## config.mk

```make
export PLATFORM = sky130hd
export DESIGN_NAME = uncache_arbiter_flat
export DESIGN_NICKNAME = d
export VERILOG_FILES = /design/src/rtl/uncache_arbiter_if.sv /design/src/rtl/uncache_arbiter.sv /design/src/flat_wrapper.sv
export SDC_FILE = /design/constraint.sdc
export NUM_CORES = 1
export LEC_CHECK = 0
export CAP_MARGIN = 5
export CORE_AREA = 2 2 106 108
export DETAILED_ROUTE_END_ITERATION = 7
export DIE_AREA = 0 0 108 110
export DONT_BUFFER_PORTS = 1
export SLEW_MARGIN = 20
export SYNTH_ARGS = -nofsm -noshare
export SYNTH_HDL_FRONTEND = slang
export SYNTH_SLANG_ARGS = --single-unit
```

## constraint.sdc

```tcl
create_clock -name clk -period 1.7 [get_ports clk]
set_input_delay 0.17 -clock clk [delete_from_list [all_inputs] [get_ports clk]]
set_output_delay 0.17 -clock clk [all_outputs]
set_load 0.01 [all_outputs]
```

## src/rtl/uncache_arbiter_if.sv

```systemverilog
// ---------------------------------------------------------------------------
// uncache_arbiter_if
//
// Groups the signals around the uncached arbiter: the instruction-side and
// data-side uncached requesters and the single-beat SRAM-like bus towards
// the uncached AXI bridge.
//
// Signals:
//   i_req/i_addr/i_kill   instruction request, physical address, squash
//   i_done/i_rdata        instruction completion pulse and fetched word
//   d_req/d_wr/d_size/d_addr/d_wdata  data request and its fields
//   d_done/d_rdata        data completion pulse and load data
//   bus_req/bus_wr/bus_size/bus_addr/bus_wdata  bus address phase
//   bus_addr_ok/bus_data_ok/bus_rdata           bus responses
//   busy                  arbiter has a transaction in flight
//
// Modports:
//   slave  - the arbiter's view (it serves the requesters, drives the bus)
//   master - the surrounding environment (requesters plus bus responder)
// ---------------------------------------------------------------------------
interface uncache_arbiter_if;
  logic        i_req;
  logic [31:0] i_addr;
  logic        i_kill;
  logic        i_done;
  logic [31:0] i_rdata;

  logic        d_req;
  logic        d_wr;
  logic [1:0]  d_size;
  logic [31:0] d_addr;
  logic [31:0] d_wdata;
  logic        d_done;
  logic [31:0] d_rdata;

  logic        bus_req;
  logic        bus_wr;
  logic [1:0]  bus_size;
  logic [31:0] bus_addr;
  logic [31:0] bus_wdata;
  logic        bus_addr_ok;
  logic        bus_data_ok;
  logic [31:0] bus_rdata;

  logic        busy;

  modport slave (
    input  i_req, i_addr, i_kill,
    output i_done, i_rdata,
    input  d_req, d_wr, d_size, d_addr, d_wdata,
    output d_done, d_rdata,
    output bus_req, bus_wr, bus_size, bus_addr, bus_wdata,
    input  bus_addr_ok, bus_data_ok, bus_rdata,
    output busy
  );

  modport master (
    output i_req, i_addr, i_kill,
    input  i_done, i_rdata,
    output d_req, d_wr, d_size, d_addr, d_wdata,
    input  d_done, d_rdata,
    input  bus_req, bus_wr, bus_size, bus_addr, bus_wdata,
    output bus_addr_ok, bus_data_ok, bus_rdata,
    input  busy
  );
endinterface

```

## src/rtl/uncache_arbiter.sv

```systemverilog
// ---------------------------------------------------------------------------
// uncache_arbiter
//
// Shares the single uncached memory port between the instruction-side and
// data-side uncached requesters. Each access becomes one single-beat
// transaction on an SRAM-like bus; simultaneous requests are served
// round-robin. Addresses are physical and forwarded unchanged.
//
// Ports:
//   clk     system clock
//   resetn  asynchronous active-low reset
//   uif     uncache_arbiter_if.slave: requester handshakes, bus, busy
//
// Every output is decoded from the state register or from registers
// latched at grant time, so there is no combinational path from any input
// to any output.
// ---------------------------------------------------------------------------
module uncache_arbiter (
  input  logic              clk,
  input  logic              resetn,
  uncache_arbiter_if.slave  uif
);

  typedef enum logic [1:0] {
    IDLE = 2'd0,
    ADDR = 2'd1,
    DATA = 2'd2,
    RESP = 2'd3
  } state_t;

  localparam logic GRANT_I = 1'b0;
  localparam logic GRANT_D = 1'b1;

  state_t      state_reg, state_next;
  logic        grant_reg, grant_next;
  logic        last_grant_reg, last_grant_next;
  logic        kill_flag_reg, kill_flag_next;
  logic        wr_reg, wr_next;
  logic [1:0]  size_reg, size_next;
  logic [31:0] addr_reg, addr_next;
  logic [31:0] wdata_reg, wdata_next;
  logic [31:0] rdata_reg, rdata_next;

  // Winner of IDLE arbitration: on a tie the side that did not win last.
  logic arb_win;
  assign arb_win = (uif.i_req && uif.d_req) ? ~last_grant_reg : uif.d_req;

  // -------------------------------------------------------------------------
  // State and latched-field registers
  // -------------------------------------------------------------------------
  always_ff @(posedge clk or negedge resetn) begin
    if (!resetn) begin
      state_reg      <= IDLE;
      grant_reg      <= GRANT_I;
      last_grant_reg <= GRANT_I;
      kill_flag_reg  <= 1'b0;
      wr_reg         <= 1'b0;
      size_reg       <= 2'd0;
      addr_reg       <= 32'd0;
      wdata_reg      <= 32'd0;
      rdata_reg      <= 32'd0;
    end else begin
      state_reg      <= state_next;
      grant_reg      <= grant_next;
      last_grant_reg <= last_grant_next;
      kill_flag_reg  <= kill_flag_next;
      wr_reg         <= wr_next;
      size_reg       <= size_next;
      addr_reg       <= addr_next;
      wdata_reg      <= wdata_next;
      rdata_reg      <= rdata_next;
    end
  end

  // -------------------------------------------------------------------------
  // Next-state logic
  // -------------------------------------------------------------------------
  always_comb begin
    state_next      = state_reg;
    grant_next      = grant_reg;
    last_grant_next = last_grant_reg;
    kill_flag_next  = kill_flag_reg;
    wr_next         = wr_reg;
    size_next       = size_reg;
    addr_next       = addr_reg;
    wdata_next      = wdata_reg;
    rdata_next      = rdata_reg;

    unique case (state_reg)
      IDLE: begin
        if (uif.i_req || uif.d_req) begin
          grant_next      = arb_win;
          last_grant_next = arb_win;
          kill_flag_next  = 1'b0;
          if (arb_win == GRANT_D) begin
            wr_next    = uif.d_wr;
            size_next  = uif.d_size;
            addr_next  = uif.d_addr;
            wdata_next = uif.d_wdata;
          end else begin
            // Fetches are always word loads; write data is left as is.
            wr_next    = 1'b0;
            size_next  = 2'd2;
            addr_next  = uif.i_addr;
          end
          state_next = ADDR;
        end
      end

      ADDR: begin
        // bus_data_ok without bus_addr_ok cannot belong to this access.
        if (uif.bus_addr_ok) begin
          if (uif.bus_data_ok) begin
            rdata_next = uif.bus_rdata;
            state_next = RESP;
          end else begin
            state_next = DATA;
          end
        end
      end

      DATA: begin
        if (uif.bus_data_ok) begin
          rdata_next = uif.bus_rdata;
          state_next = RESP;
        end
      end

      RESP: begin
        state_next = IDLE;
      end
    endcase

    // A squash only marks the fetch; the bus transaction is never
    // withdrawn, since the bridge may already have accepted it.
    if (uif.i_kill && grant_reg == GRANT_I && state_reg != IDLE) begin
      kill_flag_next = 1'b1;
    end
  end

  // -------------------------------------------------------------------------
  // Outputs
  // -------------------------------------------------------------------------
  assign uif.bus_req   = (state_reg == ADDR);
  assign uif.bus_wr    = wr_reg;
  assign uif.bus_size  = size_reg;
  assign uif.bus_addr  = addr_reg;
  assign uif.bus_wdata = wdata_reg;

  assign uif.i_done  = (state_reg == RESP) && (grant_reg == GRANT_I) && !kill_flag_reg;
  assign uif.d_done  = (state_reg == RESP) && (grant_reg == GRANT_D);
  assign uif.i_rdata = rdata_reg;
  assign uif.d_rdata = rdata_reg;

  assign uif.busy = (state_reg != IDLE);

  // -------------------------------------------------------------------------
  // Protocol sanity
  // -------------------------------------------------------------------------
  a_done_onehot : assert property (@(posedge clk) disable iff (!resetn)
    !(uif.i_done && uif.d_done));

  a_req_implies_busy : assert property (@(posedge clk) disable iff (!resetn)
    !uif.bus_req || uif.busy);

endmodule

```

## src/flat_wrapper.sv

```systemverilog
// flat-port wrapper written by rule: the top's interface ports become plain ports
module uncache_arbiter_flat 
  (clk, resetn, uif_i_req, uif_i_addr, uif_i_kill, uif_i_done, uif_i_rdata, uif_d_req, uif_d_wr, uif_d_size, uif_d_addr, uif_d_wdata, uif_d_done, uif_d_rdata, uif_bus_req, uif_bus_wr, uif_bus_size, uif_bus_addr, uif_bus_wdata, uif_bus_addr_ok, uif_bus_data_ok, uif_bus_rdata, uif_busy);
  uncache_arbiter_if uif_i ();
  input  logic clk;
  input  logic resetn;
  input wire logic [$bits(uif_i.i_req)-1:0] uif_i_req;
  input wire logic [$bits(uif_i.i_addr)-1:0] uif_i_addr;
  input wire logic [$bits(uif_i.i_kill)-1:0] uif_i_kill;
  output wire logic [$bits(uif_i.i_done)-1:0] uif_i_done;
  output wire logic [$bits(uif_i.i_rdata)-1:0] uif_i_rdata;
  input wire logic [$bits(uif_i.d_req)-1:0] uif_d_req;
  input wire logic [$bits(uif_i.d_wr)-1:0] uif_d_wr;
  input wire logic [$bits(uif_i.d_size)-1:0] uif_d_size;
  input wire logic [$bits(uif_i.d_addr)-1:0] uif_d_addr;
  input wire logic [$bits(uif_i.d_wdata)-1:0] uif_d_wdata;
  output wire logic [$bits(uif_i.d_done)-1:0] uif_d_done;
  output wire logic [$bits(uif_i.d_rdata)-1:0] uif_d_rdata;
  output wire logic [$bits(uif_i.bus_req)-1:0] uif_bus_req;
  output wire logic [$bits(uif_i.bus_wr)-1:0] uif_bus_wr;
  output wire logic [$bits(uif_i.bus_size)-1:0] uif_bus_size;
  output wire logic [$bits(uif_i.bus_addr)-1:0] uif_bus_addr;
  output wire logic [$bits(uif_i.bus_wdata)-1:0] uif_bus_wdata;
  input wire logic [$bits(uif_i.bus_addr_ok)-1:0] uif_bus_addr_ok;
  input wire logic [$bits(uif_i.bus_data_ok)-1:0] uif_bus_data_ok;
  input wire logic [$bits(uif_i.bus_rdata)-1:0] uif_bus_rdata;
  output wire logic [$bits(uif_i.busy)-1:0] uif_busy;
  assign uif_i.i_req = uif_i_req;
  assign uif_i.i_addr = uif_i_addr;
  assign uif_i.i_kill = uif_i_kill;
  assign uif_i_done = uif_i.i_done;
  assign uif_i_rdata = uif_i.i_rdata;
  assign uif_i.d_req = uif_d_req;
  assign uif_i.d_wr = uif_d_wr;
  assign uif_i.d_size = uif_d_size;
  assign uif_i.d_addr = uif_d_addr;
  assign uif_i.d_wdata = uif_d_wdata;
  assign uif_d_done = uif_i.d_done;
  assign uif_d_rdata = uif_i.d_rdata;
  assign uif_bus_req = uif_i.bus_req;
  assign uif_bus_wr = uif_i.bus_wr;
  assign uif_bus_size = uif_i.bus_size;
  assign uif_bus_addr = uif_i.bus_addr;
  assign uif_bus_wdata = uif_i.bus_wdata;
  assign uif_i.bus_addr_ok = uif_bus_addr_ok;
  assign uif_i.bus_data_ok = uif_bus_data_ok;
  assign uif_i.bus_rdata = uif_bus_rdata;
  assign uif_busy = uif_i.busy;
  uncache_arbiter u_core (.clk(clk), .resetn(resetn), .uif(uif_i));
endmodule
```

* Word level (Yosys, flattened, before mapping)
Cells that the tools add are included.
** Word-level totals
- Bits in registers :: 103
- Input port bits :: 138
** Operators by class
- Multiplexer cells :: 15
- Reductions and logical operators :: 18
- Bitwise gates (word level) :: 1
- Equality and inequality tests :: 6
** Operators by type and width (number)
- two-way mux 32 bit :: 3
- one-hot mux 32 bit (2 select lines) :: 1
- two-way mux 2 bit :: 4
- one-hot mux 2 bit (4 select lines) :: 1
- nonzero test 2 bit :: 4
- logical AND 1 bit :: 6
- two-way mux 1 bit :: 6
- AND reduction 2 bit :: 3
- AND reduction 3 bit :: 2
- equality test 2 bit, second input constant :: 2
- != test 2 x 1 -> 1 bit, second input constant :: 2
- equality test 2 x 1 -> 1 bit, second input constant :: 1
- zero test 2 bit :: 1
- != test 2 bit, second input constant :: 1
- zero test 1 bit :: 1
- logical OR 1 bit :: 1
- inverter 1 bit :: 1

* Longest topological paths before layout
- Depth after elaboration :: 5
- Gate-level depth with buffers :: 8
- Depth with buffers taken out :: 5

* Worst setup path after synthesis
OpenSTA, ideal clock, no wires.
- Path kind :: register to register
- From :: register u_core.state_reg[1]
- To :: register u_core.rdata_reg[10] (netlist: u_core.uif.d_rdata[10])
- Arrival :: 1.731 ns
- Path slack :: -0.156 ns
- Stages on the path, launching flop included :: 7
- Data required time :: 1.575 ns
- Cell sequence :: dfrtp_1 inv_1 ha_1 mux2_2 nand2_1 buf_6 mux2_2
** Between the ends
- Cells in the longest elaborated chain, start to end :: 3
- Elaborated cells between the ends (all ways) :: 6
- Those cells by class :: eq/ne: 3; mux: 1; reduce/logical: 2
** Ends and longest elaborated chain
- start, declared :: RTL line uncache_arbiter.sv:34 : state_t state_reg, state_next;
- start signal, assigned :: RTL line uncache_arbiter.sv:63 : state_reg <= state_next;
- equality test 2 x 1 -> 1 bit (*)
- named net uif_bus_req :: RTL line flat_wrapper.sv:19 : output wire logic [$bits(uif_i.bus_req)-1:0] uif_bus_req;
- != test 2 x 1 -> 1 bit (no line) / nonzero test 2 bit (equally long branches)
- AND reduction 2 bit (no line)
- end signal, assigned :: RTL line uncache_arbiter.sv:71 : rdata_reg <= rdata_next;
- end, declared :: RTL line uncache_arbiter.sv:42 : logic [31:0] rdata_reg, rdata_next;
Mark *: on every way through the listed nets, which the timed path passes. The rest lies on a longest branch.
A chain may end at the register's enable or synchronous reset.

* Final worst setup path
- From :: register u_core.state_reg[1]
- To :: register u_core.rdata_reg[10] (netlist: u_core.uif.d_rdata[10])
** Between the ends
- Cells in the longest elaborated chain, start to end :: 3
- Elaborated cells between the ends (all ways) :: 6
- Those cells by class :: eq/ne: 3; mux: 1; reduce/logical: 2
** Ends and longest elaborated chain
- equality test 2 x 1 -> 1 bit / equality test 2 bit (equally long branches) :: RTL line uncache_arbiter.sv:89 : unique case (state_reg)
- != test 2 x 1 -> 1 bit (no line) / nonzero test 2 bit (equally long branches)
- AND reduction 2 bit (no line)
Several ways; a longest one is shown, not always the timed one.

==> summary.md <==
| Metric | Value |
|---|---|
| Synth top area cells | `dfrtp_1, mux2_2, mux2_4, mux2i_1, buf_4` |
| Latest clock arrival within the worst-skew pair | `350 ps` |
| Vias per cell | `5.09` |
| CTS max path bufs | `2` |
| RSZ-0062 raised after global routing | `yes` |
| Worst Path Max Fanout | `7` |
| Yosys reg bits | `between 100 and 150` |
| Commonest cells after routing, fill and taps aside | `dfrtp_1, dlygate4sd3_1, mux2_4` |
| Max IR drop VDD | `754 uV` |
| Post-Route WL | `11100 um` |
| Initial detailed-routing violation count | `82` |
| First-pass GRT wire length | `15700 um` |
| Worst setup EP type | `flip-flop` |
| Mean Syn Cell Area | `13.4 um^2` |
| Worst Hold Class | `in2async` |
| Critical path, cell by cell | `inv_2 -> ha_4 -> mux2_4 -> nand2_8 -> clkbuf_16 -> mux2_4` |
| Initial Util | `43.3%` |
| CP max-delay cell | `dfrtp_1` |
| Residual DRC | `0` |
| Global route overflow | `0` |
| Largest net degree at the start of global routing | `approximately 100` |
| Die Y | `110 um` |
| Synth Instances | `about 350` |
| Final Setup Violations | `0` |
| Synth warn | `0` |
| CP startpoint kind | `flip-flop` |
| Total GRT Usage | `17.5%` |
| Critical path's top delay family | `multiplexers` |
| Max-cap violations | `0` |
| Tot Pwr | `0.0106 W` |
| CTS root buffer | `clkbuf_8` |
| Vias in the first global route | `3031` |
| Max Fclk | `589 MHz` |
| CTS tree | `yes` |
| Commonest non-fill, non-tap cell in the layout | `dfrtp_1` |
| 1st-pass router iterations | `4` |
| Synthesis-to-layout area growth | `26.7%` |
| Die ar. | `11900 um^2` |
| CTS Sinks | `103` |
| Post-synth design cell area | `between 4000 and 5000 um^2` |
| GP Congestion | `0.743` |
| Port Buffers | `0` |
| Wire length per cell | `20.2 um` |
| Period utilisation layout | `99.9%` |
| CP arrival | `1940 ps` |
| Standard-cell rows | `38` |
| Area share of the largest cell type after synthesis | `55.6%` |
| Worst Tran Pin Value | `roughly 320 ps` |
| Hold-fix buffers, CTS | `78` |
| Fin crit period | `1700 ps` |
| Critical path type | `reg2reg` |
| HPWL after detailed placement | `between 7000 and 8000 um` |
| Slew margin rel. | `78.8%` |
| Syn Nets | `490` |
| Share of layout cells above drive strength 1 | `28.7%` |
| Chip width | `about 110 um` |
| H-tree depth reported by CTS | `3` |
| Pwr/cell area | `1810 nW/um^2` |
| CORE AREA | `10700 um^2` |
| Critical path's most frequent cell | `mux2_4` |
| Worst EP required | `1940 ps` |
| Hold Violations, Final | `103` |
| Setup TNS | `0 ps` |
| Post-synth cell types | `24` |
| Worst Path Buf+Inv | `2` |
| Clock Skew | `between 5 and 6 ps` |
| Cell taking the most area after synthesis | `dfrtp_1` |
| Register area share after synthesis | `55.6%` |
| IO Count | `273` |
| Via count | `2807` |
| Failing checks | `negative hold slack` |
| Ant diodes | `0` |
| Hold slack | `-502 ps` |
| TritonCTS Buffers | `9` |
| Run status | `finished, violations left` |
| Nets | `550` |
| Initial antenna violation count | `0` |
| Slowest cell delay on critical path | `410 ps` |
| Final antenna-violating net count | `0` |
| Max Slew Vio Count | `0` |
| Reg clk slew, reported paths | `100 ps` |
| Lkg Pwr | `2.82 nW` |
-- per-stage QoR --
step	hold WS [ps]	setup WS (ps)	util (%)	area, um^2	cells
finish	-502	1.54	54.9	5870	551
global route	-540	-45.9	54.9	5870	551
CTS	-533	-17.8	53.1	5690	548
detailed placement	-123	-47.0	43.6	4660	452
global placement	-124	18.1	43.6	4660	452
floorplan	-126	20.1	-	4650	346
-- worst paths after layout --
check / slack [ps] / start / to / cells past startpoint
setup / recovery: 2 / u_core.state_reg[1] / u_core.uif.d_rdata[10] / 6
hold / removal: -500 / resetn / u_core.uif.bus_wdata[21] / 0
setup reg to reg: 2 / u_core.state_reg[1] / u_core.uif.d_rdata[10] / 6
hold reg to reg: 530 / u_core.kill_flag_reg / u_core.kill_flag_reg / 1
max in group asynchronous: 2080 / resetn / u_core.uif.bus_addr[1] / 0
min in group clk: 10 / uif_d_addr[19] / u_core.uif.bus_addr[19] / 2
-- cell usage after synthesis, drive strengths merged --
library cell,instances
dfrtp,103
mux2,66
buf,45
nand2,36
o21ai,33
mux2i,32
ha,6
clkbuf,5
inv,4
a211oi,2
a2bb2oi,2
a32o,2
nor2,2
nor2b,2
nor3b,2
a2111oi,1
a21boi,1
and2,1
o21a,1
-- timing repair --
item | CTS | global route
setup endpoints to repair | 34 | 38
resized for setup | 10 | 36
cloned | 1 | 2
setup buffers | 1 | 1
pin swaps | 0 | 3
hold endpoints to repair | 177 | 103
-- routing by layer --
layer / wire length, um / up-vias / part of all wire (%) / global-route usage, %
met5: 0 / - / 0 / 0
met4: 97 / 0 / 0.87 / 4.95
met3: 965 / 7 / 8.7 / 6.41
met2: 5970 / 167 / 54 / 33.0
met1: 4110 / 1358 / 37 / 18.2
li1: - / 1275 / - / -
-- cell type report --
type	instances	area, um^2
fillers	858	4830
flip-flops and latches	103	2580
multi-input cells	189	1870
repair buffers	99	1060
well taps	140	175
clock buffers	9	124
clock inverters	7	48.8
inverters	4	15.0
-- kinds of logic after synthesis --
family / after synthesis / synth area share [%]
flops: 103 / 55.6
mux: 98 / 25.2
buf+inv: 54 / 8.34
simple gates: 43 / 3.97
compound gates: 42 / 5.21
fa+ha+maj: 6 / 1.62
-- report_power, final --
| group | switching (W) | internal (W) | leakage, nW |
|---|---|---|---|
| clock | 0.000837 | 0.000536 | 0.0894 |
| sequential | 0.00190 | 0.00369 | 1.24 |
| combinational | 0.00135 | 0.00229 | 1.49 |
Note: power is estimated with default switching activity, not from simulation.
